## config.mk

```make
export PLATFORM = sky130hd
export DESIGN_NAME = apb_reg_dec
export DESIGN_NICKNAME = d
export VERILOG_FILES = /design/src/rtl/apb_dec_pkg.sv /design/src/rtl/apb_addr_match.sv /design/src/rtl/apb_reg_dec.sv
export SDC_FILE = /design/constraint.sdc
export NUM_CORES = 1
export LEC_CHECK = 0
export ABC_AREA = 0
export CORE_AREA = 4 4 148 150
export CTS_CLUSTER_SIZE = 25
export DETAILED_ROUTE_END_ITERATION = 8
export DIE_AREA = 0 0 152 154
export GPL_TIMING_DRIVEN = 1
export SLEW_MARGIN = 25
export SYNTH_ARGS = -nofsm -noshare
export SYNTH_HDL_FRONTEND = slang
export SYNTH_SLANG_ARGS = --single-unit
export TNS_END_PERCENT = 5
```

## constraint.sdc

```tcl
create_clock -name PCLK -period 2.2 [get_ports PCLK]
set_clock_uncertainty 0.1 [all_clocks]
set_input_delay 0.66 -clock PCLK [delete_from_list [all_inputs] [get_ports PCLK]]
set_output_delay 0.66 -clock PCLK [all_outputs]
set_load 0.01 [all_outputs]
```

## src/rtl/apb_dec_pkg.sv

```systemverilog
// Shared types and constants for the APB register decoder family.
package apb_dec_pkg;

  typedef enum logic [1:0] {
    IDLE = 2'd0,
    WAIT = 2'd1,
    RESP = 2'd2
  } apb_state_e;

  localparam int unsigned ERR_CNT_W = 8;
  localparam int unsigned CNT_W     = 4;

  // Bit positions of the individual error causes inside the cause vector
  localparam int unsigned ERR_C_BASE  = 0;
  localparam int unsigned ERR_C_ALIGN = 1;
  localparam int unsigned ERR_C_RANGE = 2;
  localparam int unsigned ERR_C_RO    = 3;
  localparam int unsigned ERR_C_W     = 4;

  function automatic int unsigned idx_w(input int unsigned n);
    return (n > 1) ? $clog2(n) : 1;
  endfunction

endpackage

```

## src/rtl/apb_addr_match.sv

```systemverilog
// Combinational address match: based, word-aligned byte address to register
// index plus a single error flag covering range, alignment and write-protect.
module apb_addr_match
  import apb_dec_pkg::*;
#(
  parameter int unsigned     AWIDTH  = 8,
  parameter int unsigned     REGN    = 8,
  parameter int unsigned     BASE    = 0,
  parameter logic [REGN-1:0] RO_MASK = '0,
  localparam int unsigned    IDXW    = idx_w(REGN)
) (
  input  logic [AWIDTH-1:0] i_paddr,
  input  logic              i_pwrite,
  output logic [IDXW-1:0]   o_index,
  output logic              o_err
);

  localparam int unsigned FW = AWIDTH - 2;

  logic [AWIDTH:0]      w_diff;
  logic [FW-1:0]        w_idx_full;
  logic                 w_ro;
  logic [ERR_C_W-1:0]   w_cause;

  // Extra MSB turns an address below BASE into a visible borrow
  assign w_diff     = {1'b0, i_paddr} - {1'b0, AWIDTH'(BASE)};
  assign w_idx_full = w_diff[AWIDTH-1:2];

  always_comb begin
    w_ro = 1'b0;
    for (int unsigned i = 0; i < REGN; i++) begin
      if (32'(w_idx_full) == i) w_ro = RO_MASK[i];
    end
  end

  always_comb begin
    w_cause              = '0;
    w_cause[ERR_C_BASE]  = w_diff[AWIDTH];
    w_cause[ERR_C_ALIGN] = |w_diff[1:0];
    w_cause[ERR_C_RANGE] = (32'(w_idx_full) >= REGN);
    w_cause[ERR_C_RO]    = i_pwrite & w_ro;
  end

  assign o_err   = |w_cause;
  assign o_index = w_idx_full[IDXW-1:0];

endmodule

```

## src/rtl/apb_reg_dec.sv

```systemverilog
// APB slave front-end: setup/access tracking with wait states, one-hot
// register strobes, PSLVERR generation and a saturating error counter.
module apb_reg_dec
  import apb_dec_pkg::*;
#(
  parameter int unsigned     AWIDTH      = 8,
  parameter int unsigned     DWIDTH      = 32,
  parameter int unsigned     REGN        = 8,
  parameter int unsigned     BASE        = 0,
  parameter int unsigned     WAIT_CYCLES = 0,
  parameter logic [REGN-1:0] RO_MASK     = '0
) (
  input  logic                   PCLK,
  input  logic                   PRESETn,
  input  logic [AWIDTH-1:0]      PADDR,
  input  logic                   PSEL,
  input  logic                   PENABLE,
  input  logic                   PWRITE,
  input  logic [DWIDTH-1:0]      PWDATA,
  output logic [DWIDTH-1:0]      PRDATA,
  output logic                   PREADY,
  output logic                   PSLVERR,
  output logic [REGN-1:0]        reg_wr_en,
  output logic [REGN-1:0]        reg_rd_en,
  output logic [DWIDTH-1:0]      reg_wdata,
  input  logic [REGN*DWIDTH-1:0] reg_rdata,
  input  logic                   err_clr,
  output logic [ERR_CNT_W-1:0]   err_cnt
);

  localparam int unsigned IDXW = idx_w(REGN);

  apb_state_e            r_state, w_state_nxt;
  logic [CNT_W-1:0]      r_cnt, w_cnt_nxt;
  logic                  r_write, w_write_nxt;
  logic [DWIDTH-1:0]     r_wdata, w_wdata_nxt;
  logic [IDXW-1:0]       r_index, w_index_nxt;
  logic                  r_err, w_err_nxt;
  logic                  r_pready, w_pready_nxt;
  logic [REGN-1:0]       r_wr_en, w_wr_en_nxt;
  logic [REGN-1:0]       r_rd_en, w_rd_en_nxt;
  logic [ERR_CNT_W-1:0]  r_err_cnt;
  logic [IDXW-1:0]       w_match_idx;
  logic                  w_match_err;
  logic [DWIDTH-1:0]     w_prdata;

  apb_addr_match #(
    .AWIDTH  (AWIDTH),
    .REGN    (REGN),
    .BASE    (BASE),
    .RO_MASK (RO_MASK)
  ) u_match (
    .i_paddr  (PADDR),
    .i_pwrite (PWRITE),
    .o_index  (w_match_idx),
    .o_err    (w_match_err)
  );

  // Next state, transfer latches and the strobes that go live with PREADY
  always_comb begin
    w_state_nxt  = r_state;
    w_cnt_nxt    = r_cnt;
    w_write_nxt  = r_write;
    w_wdata_nxt  = r_wdata;
    w_index_nxt  = r_index;
    w_err_nxt    = r_err;
    w_pready_nxt = 1'b0;
    w_wr_en_nxt  = '0;
    w_rd_en_nxt  = '0;

    case (r_state)
      IDLE: begin
        if (PSEL && !PENABLE) begin
          w_write_nxt = PWRITE;
          w_wdata_nxt = PWDATA;
          w_index_nxt = w_match_idx;
          w_err_nxt   = w_match_err;
          if (WAIT_CYCLES == 0) begin
            w_state_nxt = RESP;
          end else begin
            w_state_nxt = WAIT;
            w_cnt_nxt   = CNT_W'(WAIT_CYCLES - 1);
          end
        end
      end
      WAIT: begin
        if (!PSEL) begin
          w_state_nxt = IDLE;
        end else if (r_cnt == '0) begin
          w_state_nxt = RESP;
        end else begin
          w_cnt_nxt = r_cnt - CNT_W'(1);
        end
      end
      RESP:    w_state_nxt = IDLE;
      default: w_state_nxt = IDLE;
    endcase

    w_pready_nxt = (w_state_nxt == RESP);
    for (int unsigned i = 0; i < REGN; i++) begin
      if (w_pready_nxt && !w_err_nxt && (w_index_nxt == IDXW'(i))) begin
        w_wr_en_nxt[i] = w_write_nxt;
        w_rd_en_nxt[i] = !w_write_nxt;
      end
    end
  end

  always_ff @(posedge PCLK or negedge PRESETn) begin
    if (!PRESETn) begin
      r_state  <= IDLE;
      r_cnt    <= '0;
      r_write  <= 1'b0;
      r_wdata  <= '0;
      r_index  <= '0;
      r_err    <= 1'b0;
      r_pready <= 1'b0;
      r_wr_en  <= '0;
      r_rd_en  <= '0;
    end else begin
      r_state  <= w_state_nxt;
      r_cnt    <= w_cnt_nxt;
      r_write  <= w_write_nxt;
      r_wdata  <= w_wdata_nxt;
      r_index  <= w_index_nxt;
      r_err    <= w_err_nxt;
      r_pready <= w_pready_nxt;
      r_wr_en  <= w_wr_en_nxt;
      r_rd_en  <= w_rd_en_nxt;
    end
  end

  // Error counter: clear wins over a coincident increment
  always_ff @(posedge PCLK or negedge PRESETn) begin
    if (!PRESETn) begin
      r_err_cnt <= '0;
    end else if (err_clr) begin
      r_err_cnt <= '0;
    end else if (r_pready && r_err && (r_err_cnt != {ERR_CNT_W{1'b1}})) begin
      r_err_cnt <= r_err_cnt + ERR_CNT_W'(1);
    end
  end

  // Read data is a live view of the selected slice, only during a clean read
  always_comb begin
    w_prdata = '0;
    if (r_pready && !r_err && !r_write) begin
      for (int unsigned i = 0; i < REGN; i++) begin
        if (r_index == IDXW'(i)) w_prdata = reg_rdata[i*DWIDTH +: DWIDTH];
      end
    end
  end

  assign PRDATA    = w_prdata;
  assign PREADY    = r_pready;
  assign PSLVERR   = r_pready & r_err;
  assign reg_wr_en = r_wr_en;
  assign reg_rd_en = r_rd_en;
  assign reg_wdata = r_wdata;
  assign err_cnt   = r_err_cnt;

endmodule

```

==> summary.txt <==
Run status
  • Status: finished with violations
  • Failing checks: setup timing

Synth
  • Top_reg_cell synth: dfrtp_1
  • Post-Synth Simple-Gate Area: 0.177
  • Post-synthesis async set-or-reset flop share: 1.00
  • Register area share after synthesis: 0.360
  • Synthesized flop and latch total: 68
  • Share of the synthesized area in the top cell type: 0.360
  • Mapped Nets: 809
  • Cells after Synth: 505
  • Mapped Avg Cell Area: around 9.4 um^2
  • Synth Area in Compound Gates: 0.165
  • Mapped Area: approximately 4700 um^2
  • XOR/XNOR Fraction of Synth Area: 0.0130
  • Ys Warns: 0
  • Top post-synthesis cells by count: nand2_1, dfrtp_1, nor2_1, o21ai_0, mux4_2
  • Top-count cell post-synth: nand2_1
  • Mux contribution to synthesized area: 0.233
  • Post-Synth Adder-Cell Area: 0.00530
  • Yosys cell types: 45
  • Synth area leader: dfrtp_1
  • Post-synth EDFFs: 0
  • Largest family of logic cells by synthesized area: multiplexers
  • Area contributors post-synth: dfrtp_1, mux4_2, nand2_1

Power and ir drop
  • Sw power: roughly 1500 uW
  • Pleak: 0.00402 uW
  • VDD IR-drop max: 0.517 mV
  • Sequential share of power: 0.276
  • Clock share of power: 0.291
  • Pint: 3710 uW
  • Switching Share: 0.290
  • Combinational share of power: 0.433
  • PD cells: 529 nW/um^2

Detailed routing
  • Post-route ant nets: 0
  • Drt pass-1 iters: 4
  • Initial drt markers: approximately 260
  • Vias: 5698
  • WL/cell: 21.1 um
  • Final Routed Wirelength: about 26 mm
  • Drt drc: 0
  • Vias per cell: 4.71

Timing
  • Slack of the critical path: -531 ps
  • Worst slew pin tran: 622 ps
  • Hold Worst Slack: 255 ps
  • Fin crit share: 1.24
  • Final worst path period need: 2730 ps
  • Max frequency: 366 MHz
  • Slew Viols, Final: 0
  • Slew HR: 0.582
  • Final Hold Fails: 0
  • RSZ-0062 raised after global routing: yes
  • Final setup viols: 32

Critical path
  • CP endpoint kind: primary output
  • Critical path arrival: 1970 ps
  • Peak fanout along the critical path: 7
  • CP Data Required Time: 1440 ps
  • Setup CP Type: reg2out
  • CP startpoint kind: register

Placed design
  • GPL Wtd Cong: 0.911
  • Dpl cell area: 9400 um^2
  • Dpl ws: -986 ps
  • IO Port Bufs: 391
  • Post-DP HPWL: 20.7 mm

Clock tree
  • CTS tree: yes
  • CTS buffer count: 9
  • Worst-Skew Late Latency: 330 ps
  • H-tree levels: 3
  • Root Driver: clkbuf_16
  • Clk slew on worst S/H paths: 50 ps
  • CTS Hold Buffers Added: 0
  • Clk sink count: ~70
  • Longest Clk Path Bufs: 2

GRT
  • GRT met1 Usage: 0.269
  • First-pass GRT wire length: 38.1 mm
  • Remaining Overflow, GRT: 0
  • Initial antenna violation count: 9
  • Grt met2 use: 0.329
  • Largest net degree at the start of global routing: 69
  • Vias in the first global route: 5919
  • GRT Total Usage: 0.210
  • Most Crowded Layer GR: met2
  • GRT met3 Usage: 0.0901

Floorplan
  • Rows: between 50 and 60
  • DIE HEIGHT: 154 um
  • Die area: 23400 um^2
  • Core area: 20700 um^2
  • Top Ports: 392
  • Initial core utilization: 0.228
  • DIE WIDTH: ~150 um

Layout
  • Area Growth Syn to Fin: 109%
  • Nets@finish: 1231
  • Layout cell share with drive strength beyond 1: 0.258
  • Final instance area: 9870 um^2

Job
  • Max_cap viols: 0

Hold path
  • Hold WC Path Type: in2async
-- path summary, 6_finish.rpt --
check                                          start                        end  slack [ps]  cells past startpoint
setup / recovery                r_index[0]$_DFF_PN0_                 PRDATA[28]        -530                      7
hold / removal                               PRESETn  reg_wdata[18]$_DFFE_PN0P_         250                      2
setup reg to reg                r_cnt[0]$_DFFE_PN0P_     reg_rd_en[5]$_DFF_PN0_          30                      6
hold reg to reg            reg_wdata[12]$_DFFE_PN0P_  reg_wdata[12]$_DFFE_PN0P_         370                      2
max in group asynchronous                    PRESETn       r_index[0]$_DFF_PN0_        1430                      2
min in group PCLK          reg_wdata[12]$_DFFE_PN0P_  reg_wdata[12]$_DFFE_PN0P_         370                      2
-- flip-flops by register name, summed over array words and instances, names as in the netlist --
name	cells
r_write	1
PREADY	1
reg_rd_en	8
reg_wr_en	8
r_index	3
r_err	1
err_cnt	8
reg_wdata	32
r_cnt	4
r_state	2
-- cells in the final DEF, fill, tap and decap left out, types with 22 or more instances in the layout --
| master | instances |
|---|---|
| clkdlybuf4s50_1 | 347 |
| nand2_1 | 102 |
| dfrtp_1 | 65 |
| buf_4 | 44 |
| o21ai_0 | 39 |
| nor2_1 | 37 |
| mux4_2 | 32 |
| mux2_2 | 31 |
| buf_2 | 30 |
| o22ai_1 | 22 |
-- power by group through the flow --
stage | clock network [uW] | logic [uW] | registers [uW]
global placement | 0 | 2070 | 1470
finish | 1520 | 2260 | 1440
global route | 1610 | 2440 | 1460
detailed placement | 0 | 2070 | 1470
floorplan | 0 | 869 | 1480
CTS | 1550 | 2270 | 1440
-- area by class of cell --
type                            count  area, um^2
Clock buffer                       11         233
Timing Repair Buffer              455        4450
Clock inverter                      5        77.6
Tap cell                          275         344
Inverter                            6        22.5
Sequential cell                    68        1710
Fill cell                        1988       10800
Antenna cell                        2        5.00
Multi-Input combinational cell    387        3030
-- layer usage --
metal	share of wire	vias up
met1	0.41	2701
met4	0.016	14
met5	0.0035	-
li1	-	2690
met2	0.47	258
met3	0.10	35
-- cell families after synthesis --
family / count (synthesis)
fa+ha+maj: 2
compound gates: 121
buf+inv: 50
simple gates: 191
mux: 66
xor+xnor: 7
flops: 68
-- metrics by stage --
step / utilization / instances / TNS (ps) / power (uW)
floorplan: - / 505 / -964 / 2350
global placement: 0.454 / 1185 / -34620 / 3540
detailed placement: 0.454 / 1185 / -35040 / 3540
CTS: 0.475 / 1207 / -15350 / 5260
global route: 0.477 / 1208 / -18130 / 5500
finish: 0.477 / 1209 / -14480 / 5230
-- what timing repair did --
action | in CTS | in global routing
gates resized for setup | 199 | 14
pin swaps | 16 | 8
cloned | 1 | 0
setup endpoints to repair | 38 | 49
setup buffers | 6 | 0
-- critical path, stage by stage (launching register included) --
cell	delay, ps
dfrtp_4	500
buf_8	160
buf_12	150
buf_12	130
mux4_2	420
nor2_2	100
a211oi_1	50
buf_2	150
Note: power is estimated with default switching activity, not from simulation.
